File: src/rtl/ps2_kb_pkg.sv
// Shared types and constants for the PS/2 scancode-set-2 key tracker.
package ps2_kb_pkg;

    // Prefix-decoder state: which prefix bytes have been seen for the current code.
    typedef enum logic [1:0] {
        IDLE    = 2'd0,
        EXT     = 2'd1,
        BRK     = 2'd2,
        EXT_BRK = 2'd3
    } ps2_state_t;

    localparam logic [7:0] PS2_PFX_EXT = 8'hE0;
    localparam logic [7:0] PS2_PFX_BRK = 8'hF0;

    // {extended, scancode}
    typedef logic [8:0] ps2_code_t;

    localparam ps2_code_t KC_ENTER = 9'h05A;
    localparam ps2_code_t KC_LEFT  = 9'h16B;
    localparam ps2_code_t KC_RIGHT = 9'h174;

    function automatic logic state_is_ext(input ps2_state_t s);
        return (s == EXT) || (s == EXT_BRK);
    endfunction

    function automatic logic state_is_brk(input ps2_state_t s);
        return (s == BRK) || (s == EXT_BRK);
    endfunction

endpackage

File: src/rtl/ps2_code_match.sv
// Compares one completed {ext,code} against every programmed key slot.
// Duplicate slots all report a match.
module ps2_code_match
    import ps2_kb_pkg::*;
#(
    parameter int                      NUM_KEYS  = 3,
    parameter logic [NUM_KEYS*9-1:0]   KEY_CODES = {KC_RIGHT, KC_LEFT, KC_ENTER}
) (
    input  ps2_code_t                  code,
    output logic [NUM_KEYS-1:0]        match
);

    // One 9-bit equality comparator per slot; the extended bit takes part.
    for (genvar i = 0; i < NUM_KEYS; i++) begin : g_cmp
        assign match[i] = (KEY_CODES[9*i +: 9] == code);
    end

endmodule

File: src/rtl/ps2_key_tracker.sv
// PS/2 set-2 decoder: tracks make/break of NUM_KEYS programmable keys,
// handles E0 / F0 / E0 F0 prefixes and drops stale prefixes after a timeout.
// Optional feature macro: PS2_KEY_REPEAT_EN adds the key_repeat output, which
// pulses on a typematic make of an already-held key.
// Handshake: ps2_key_data is valid only in a cycle where ps2_key_pressed is 1;
// there is no back-pressure, every strobe (including back-to-back) is consumed.
module ps2_key_tracker
    import ps2_kb_pkg::*;
#(
    parameter int                      NUM_KEYS       = 3,
    parameter logic [NUM_KEYS*9-1:0]   KEY_CODES      = {KC_RIGHT, KC_LEFT, KC_ENTER},
    parameter int                      TIMEOUT_CYCLES = 2_500_000
) (
`ifdef PS2_KEY_REPEAT_EN
    output logic [NUM_KEYS-1:0]        key_repeat,
`endif
    input  logic                       CLOCK_50,
    input  logic                       reset,
    input  logic [7:0]                 ps2_key_data,
    input  logic                       ps2_key_pressed,
    output logic [NUM_KEYS-1:0]        key_held,
    output logic [NUM_KEYS-1:0]        key_press,
    output logic [NUM_KEYS-1:0]        key_release,
    output logic [8:0]                 last_code,
    output logic                       code_valid
);

    localparam int               CNT_W      = $clog2(TIMEOUT_CYCLES + 1);
    localparam logic [CNT_W-1:0] CNT_MAX    = '1;
    localparam logic [CNT_W-1:0] CNT_EXPIRE = CNT_W'(TIMEOUT_CYCLES - 1);

    logic [1:0]          rst_sync_q, rst_sync_d;
    logic                int_rst;

    ps2_state_t          state_q, state_d;
    logic [CNT_W-1:0]    cnt_q, cnt_d;
    logic [NUM_KEYS-1:0] held_q, held_d;
    logic [NUM_KEYS-1:0] press_q, press_d;
    logic [NUM_KEYS-1:0] release_q, release_d;
    ps2_code_t           last_code_q, last_code_d;
    logic                code_valid_q, code_valid_d;
`ifdef PS2_KEY_REPEAT_EN
    logic [NUM_KEYS-1:0] repeat_q, repeat_d;
`endif

    ps2_code_t           cur_code;
    logic [NUM_KEYS-1:0] match;

    // Reset synchroniser: assertion is immediate, release aligns to the clock.
    assign rst_sync_d = {rst_sync_q[0], 1'b0};
    always_ff @(posedge CLOCK_50 or posedge reset) begin
        if (reset) rst_sync_q <= 2'b11;
        else       rst_sync_q <= rst_sync_d;
    end
    assign int_rst = rst_sync_q[1];

    // Code that would complete if the current byte is not a prefix.
    assign cur_code = {state_is_ext(state_q), ps2_key_data};

    ps2_code_match #(
        .NUM_KEYS  (NUM_KEYS),
        .KEY_CODES (KEY_CODES)
    ) u_match (
        .code  (cur_code),
        .match (match)
    );

    // Next-state: prefix FSM, prefix timeout and per-key held/pulse updates.
    always_comb begin
        state_d      = state_q;
        cnt_d        = cnt_q;
        held_d       = held_q;
        press_d      = '0;
        release_d    = '0;
        last_code_d  = last_code_q;
        code_valid_d = 1'b0;
`ifdef PS2_KEY_REPEAT_EN
        repeat_d     = '0;
`endif
        if (ps2_key_pressed) begin
            // A strobe always wins over a simultaneous expiry.
            cnt_d = '0;
            if (ps2_key_data == PS2_PFX_EXT) begin
                state_d = EXT;
            end else if (ps2_key_data == PS2_PFX_BRK) begin
                state_d = state_is_ext(state_q) ? EXT_BRK : BRK;
            end else begin
                state_d      = IDLE;
                last_code_d  = cur_code;
                code_valid_d = 1'b1;
                for (int i = 0; i < NUM_KEYS; i++) begin
                    if (match[i]) begin
                        if (state_is_brk(state_q)) begin
                            held_d[i]    = 1'b0;
                            release_d[i] = held_q[i];
                        end else if (!held_q[i]) begin
                            held_d[i]  = 1'b1;
                            press_d[i] = 1'b1;
                        end else begin
`ifdef PS2_KEY_REPEAT_EN
                            repeat_d[i] = 1'b1;
`endif
                        end
                    end
                end
            end
        end else if (state_q != IDLE) begin
            if (cnt_q == CNT_EXPIRE) begin
                state_d = IDLE;
                cnt_d   = '0;
            end else if (cnt_q != CNT_MAX) begin
                cnt_d = cnt_q + CNT_W'(1);
            end
        end
    end

    // State and registered outputs; reset drops any prefix and held keys silently.
    always_ff @(posedge CLOCK_50 or posedge int_rst) begin
        if (int_rst) begin
            state_q      <= IDLE;
            cnt_q        <= '0;
            held_q       <= '0;
            press_q      <= '0;
            release_q    <= '0;
            last_code_q  <= '0;
            code_valid_q <= 1'b0;
`ifdef PS2_KEY_REPEAT_EN
            repeat_q     <= '0;
`endif
        end else begin
            state_q      <= state_d;
            cnt_q        <= cnt_d;
            held_q       <= held_d;
            press_q      <= press_d;
            release_q    <= release_d;
            last_code_q  <= last_code_d;
            code_valid_q <= code_valid_d;
`ifdef PS2_KEY_REPEAT_EN
            repeat_q     <= repeat_d;
`endif
        end
    end

    assign key_held    = held_q;
    assign key_press   = press_q;
    assign key_release = release_q;
    assign last_code   = last_code_q;
    assign code_valid  = code_valid_q;
`ifdef PS2_KEY_REPEAT_EN
    assign key_repeat  = repeat_q;
`endif

endmodule
File: config.mk
export PLATFORM = sky130hd
export DESIGN_NAME = ps2_key_tracker
export DESIGN_NICKNAME = d
export VERILOG_FILES = /design/src/rtl/ps2_kb_pkg.sv /design/src/rtl/ps2_code_match.sv /design/src/rtl/ps2_key_tracker.sv
export SDC_FILE = /design/constraint.sdc
export NUM_CORES = 1
export LEC_CHECK = 0
export CAP_MARGIN = 20
export CORE_ASPECT_RATIO = 0.9
export CORE_MARGIN = 2
export CORE_UTILIZATION = 45
export CTS_CLUSTER_DIAMETER = 40
export DETAILED_ROUTE_END_ITERATION = 12
export DONT_BUFFER_PORTS = 1
export SLEW_MARGIN = 10
export SYNTH_ARGS = -nofsm -noshare
export SYNTH_HDL_FRONTEND = slang
export SYNTH_SLANG_ARGS = --single-unit
File: constraint.sdc
create_clock -name CLOCK_50 -period 1.9 [get_ports CLOCK_50]
set_clock_uncertainty 0.2 [all_clocks]
set_input_delay 0.38 -clock CLOCK_50 [delete_from_list [all_inputs] [get_ports CLOCK_50]]
set_output_delay 0.38 -clock CLOCK_50 [all_outputs]
set_load 0.005 [all_outputs]
; Word-level counts from Yosys, hierarchy flattened
; Index checks and enable logic that the tools add are counted.
[totals]
register_bits = 45
out_inout_bits = 19
[classes]
addsub = 1
reduce_logical = 12
bitwise = 2
eq_ne = 10
mux = 35
[op_table]
columns = cell, count
row1 = 22-bit 2-to-1 mux, 4
row2 = 22-bit by 1-bit adder with 22-bit output (second input constant), 1
row3 = 22-bit equality test (second input constant), 1
row4 = 22-bit inequality test (second input constant), 1
row5 = 1-bit 2-to-1 mux, 20
row6 = 9-bit equality test (first input constant), 2
row7 = 3-bit 2-to-1 mux, 6
row8 = 8-bit equality test (second input constant), 2
row9 = 4-bit AND reduction, 3
row10 = 2-bit 2-to-1 mux, 5
row11 = 7-bit by 9-bit equality test with 1-bit output (first input constant), 1
row12 = 2-bit nonzero test, 3
row13 = 2-bit equality test (second input constant), 2
row14 = 2-bit AND reduction, 2
row15 = 3-bit AND reduction, 1
row16 = 3-bit nonzero test, 1
row17 = 2-bit by 1-bit equality test with 1-bit output (second input constant), 1
row18 = 1-bit logical OR, 2
row19 = 1-bit inverter, 2

; Logic depth before layout (Yosys ltp)
[logic_depth]
word_depth = 7
mapped_depth = 8
depth_no_buf = 6

; By module
; A second synthesis with hierarchy kept.
[unflattened]
cells_unflattened = 259
hier_area_um2 = 2436.1
[by_module_without_submodules]
columns = module, area_each_um2, cells_per_inst, seq_area_each_um2, instances
row1 = ps2_key_tracker, 2368.5, 251, 1128.6, 1
row2 = ps2_code_match, 67.6, 8, 0.0, 1

; Worst setup path after synthesis
; OpenSTA, ideal clock, no wires.
[synth_path]
kind = reg-to-reg
start = register cnt_q[0]
end = register cnt_q[21]
path_slack_ns = -0.232
stages_incl_launch_ff = 8
synth_period_minus_slack_ns = 2.132
required_time_ns = 1.622
t_arrival_ns = 1.854
path_cell_list = dfrtp_1 > ha_1 > nand4_1 > nor3_1 > and2_1 > clkbuf_1 > or4_2 > a21oi_1
[synth_via]
elab_chain_cells = 5
elab_cells_between_ends = 9
classes_between = add/sub (1) / eq/ne (2) / mux (4) / reduce/logical (2)
[synth_lines]
columns = item, line_no
row1 = start: declaration, ps2_key_tracker.sv:36  ; logic [CNT_W-1:0] cnt_q, cnt_d;
row2 = start signal: assignment, ps2_key_tracker.sv:132  ; cnt_q <= cnt_d;
row3 = 22-bit by 1-bit adder with 22-bit output, ps2_key_tracker.sv:112  ; cnt_d = cnt_q + CNT_W'(1);
row4 = 22-bit 2-to-1 mux, ps2_key_tracker.sv:111  ; end else if (cnt_q != CNT_MAX) begin
row5 = 22-bit 2-to-1 mux, ps2_key_tracker.sv:108  ; if (cnt_q == CNT_EXPIRE) begin
row6 = 22-bit 2-to-1 mux, ps2_key_tracker.sv:107  ; end else if (state_q != IDLE) begin
row7 = 22-bit 2-to-1 mux, ps2_key_tracker.sv:80  ; if (ps2_key_pressed) begin
; Parallel ways exist; a longest one is shown, timed or not. The select of a mux whose other input is x is not followed.
; A chain may end at the register's enable or synchronous reset.

; Worst setup path after layout
[layout_path]
start = register cnt_q[13]
end = register cnt_q[15]
; The elaborated chain is that of the path after synthesis.

==> run_results.csv <==
group,metric,value,unit
run_status,status,"complete, but fails checks",
run_status,violations,"negative hold slack, negative setup slack",
sta,clock.fmax,447,MHz
die,core,5260,um2
yosys,synth_area,2450,um2
critical_path,critPathLaunchType,"flop",
clock_tree,clockRootBuffer,"clkbuf_8",
routing,vias_per_cell,5.80,
die,dieArea,6050,um2
sta,layout_setup_ws,-0.337,ns
yosys,ys_seq_area_share,46.1,%
sta,tightest_slew,0.520,ns
placed_design,post-dp-hpwl,4.51,mm
routing,detail-route-antenna-nets,0,
sta,min_period_over_period,118,%
sta,setup-violations-final,23,
worst_hold_path,hold_path_class,"primary input to flop",
placed_design,dp_slack,-0.348,ns
placed_design,numPortBuffers,0,
clock_tree,clk_path_buf_depth,2,
routing,wl,6.95,mm
clock_tree,cts_buffers,5,
sta,maxSlewHeadroom,65.2,%
critical_path,critical_path_class,"flop to flop",
grt,grt_pass1_wl,11.0,mm
yosys,synth_ff_type,"dfrtp_1",
grt,grt.total_usage,24.2,%
cells_and_area,areaGrowthSynthToFinish,36.8,%
yosys,ys_seq_elements,45,
cells_and_area,finalNonFillerCells,398,
routing,drt-pass1-iter-count,5,
placed_design,place_congestion,0.894,
die,io_pins,30,
critical_path,critPathCaptureType,"flop",
yosys,yosysWarningCount,0,
cells_and_area,layout_commonest_cell,"buf_4",
pwr,peakVddDrop,0.441,mV
die,start_util,46.6,%
routing,wl_per_cell,17.4,um
critical_path,crit_arrival,2.26,ns
routing,drc,0,
die,die_h,74.0,um
sta,hold_viol,17,
routing,vias,2309,
pwr,powerDensity,575,nW/um2
yosys,syn_nets,276,
yosys,syn_inst,263,
sta,grt_setup_unrepaired,"true",
grt,grt_overflow,0,
sta,period_needed,2.24,ns
placed_design,placed_cells,369,
clock_tree,clk_latency,0.30,ns
die,die_x,81.8,um
yosys,synth-async-reset-ratio,100,%
cells_and_area,nets,343,
clock_tree,cts_sinks,45,
grt,antenna_found_initial,0,
grt,grt_pass1_vias,2230,
cells_and_area,layout-drive-gt1-share,37.8,%
yosys,ys_types,56,
clock_tree,cts_tree,"built",
cells_and_area,final_cell_mix,"buf_4 (55), dfrtp_1 (42), nand2_1 (30)",
sta,hold_slack,-0.0527,ns
clock_tree,htree_levels,2,
cells_and_area,num_antenna_cells,0,
critical_path,worstPathRequired,1.92,ns
yosys,synth_edf_count,0,
sta,drv_slew,0,
clock_tree,clk_pin_slew,0.09,ns
die,row_count,25,
pwr,p_leak,1.40,nW
critical_path,path_max_fanout,8,
job,maxCapViolCount,0,
cells_and_area,fillers,422,
routing,drt_first_iter_violations,159,
yosys,syn_avg_cell_area,9.31,um2
grt,grt_max_degree,40,
[through the flow]
stage	utilization (%)	power (mW)	instance area (um2)	setup TNS [ns]
after floorplan	-	1.12	2470	-2.74
after global placement	54.3	1.15	2850	-5.85
after detailed placement	54.3	1.15	2850	-6.30
after CTS	61.8	1.93	3250	-5.02
after global routing	63.7	2.02	3350	-7.99
final	63.7	1.93	3350	-5.88
[state kept, by name, summed over array words and instances (netlist names)]
name,flops
cnt_q,22
code_valid,1
key_held,3
key_press,3
key_release,3
last_code,9
rst_sync_q,2
state_q,2
[metal layers]
layer	vias to the layer above	wire (um)	track usage, %
met5	-	0	0
met4	0	138	9.63
met3	15	378	4.61
met2	86	3230	35.9
met1	1102	3200	35.2
li1	1106	-	-
[final timing paths]
kind	start	end	slack, ns	cells past startpoint
worst max-delay path	cnt_q[13]	cnt_q[15]	-0.34	6
worst min-delay path	ps2_key_pressed	cnt_q[6]	-0.05	1
worst max register to register	cnt_q[13]	cnt_q[15]	-0.34	6
worst min register to register	rst_sync_q[0]	rst_sync_q[1]	0.16	0
max in group asynchronous	rst_sync_q[1]	cnt_q[5]	0.54	3
min in group asynchronous	reset	rst_sync_q[0]	0.33	2
[final cells by class]
type / count / area (um2) / share of cell area (%)
multi-input cells: 191 / 1340 / 40.0
repair buffers: 74 / 626 / 18.7
well taps: 67 / 83.8 / 2.50
flip-flops and latches: 45 / 1130 / 33.7
inverters: 13 / 48.8 / 1.46
clock inverters: 2 / 37.5 / 1.12
clock buffers: 6 / 82.6 / 2.47
[critical path, stage by stage (launching register included)]
cell,delay (ns)
dfrtp_1,0.43
nand4_1,0.19
or4_4,0.62
o21ai_4,0.26
buf_4,0.22
o21ai_0,0.10
a21oi_1,0.14
[synth_stat cells, types with 2 or more instances]
library cell | count | area (um2)
a21oi_1 | 17 | 85.1
a22oi_1 | 4 | 30.0
a31oi_1 | 3 | 18.8
and3_1 | 4 | 25.0
buf_4 | 2 | 15.0
buf_6 | 3 | 33.8
clkbuf_1 | 5 | 18.8
dfrtp_1 | 43 | 1080
dfstp_2 | 2 | 52.6
ha_1 | 2 | 25.0
inv_1 | 13 | 48.8
mux2_2 | 3 | 33.8
nand2_1 | 33 | 124
nand2b_1 | 3 | 18.8
nand3_1 | 8 | 40.0
nand4_1 | 17 | 106
nand4b_1 | 3 | 26.3
nor2_1 | 17 | 63.8
nor3_1 | 8 | 40.0
nor4_1 | 6 | 37.5
nor4b_1 | 2 | 17.5
o211ai_1 | 2 | 15.0
o21a_1 | 2 | 15.0
o21ai_0 | 12 | 60.1
o32ai_1 | 6 | 52.6
or2_2 | 5 | 31.3
or3_1 | 2 | 12.5
or3_2 | 2 | 15.0
or4_1 | 3 | 22.5
or4_2 | 5 | 43.8
[logic make-up (layout without fill, tap and decap cells)]
| logic type | count (synthesis) | count (layout) | synth area share, % |
|---|---|---|---|
| and+or+nand+nor | 130 | 130 | 30.3 |
| AOI/OAI and AO/OA | 54 | 54 | 14.4 |
| DFF | 45 | 45 | 46.1 |
| buffers and inverters | 27 | 95 | 6.34 |
| muxes | 4 | 4 | 1.79 |
| adders and majority gates | 2 | 2 | 1.02 |
| other | 1 | 1 | 0.153 |
[timing repair]
item | in CTS | in global routing
gates resized for setup | 33 | 16
gates cloned | 0 | 0
hold endpoints to repair | 34 | 21
setup endpoints to repair | 24 | 24
buffers inserted | 11 | 2
pin swaps | 19 | 14
hold buffers | 7 | 1
[report_power, final]
part	leakage, nW	switching (mW)	total (mW)	internal, mW
Sequential	0.599	0.0269	1.02	0.990
Combinational	0.745	0.0670	0.143	0.0758
Clock	0.0574	0.338	0.766	0.428
Power figures use the tool's default switching activity.
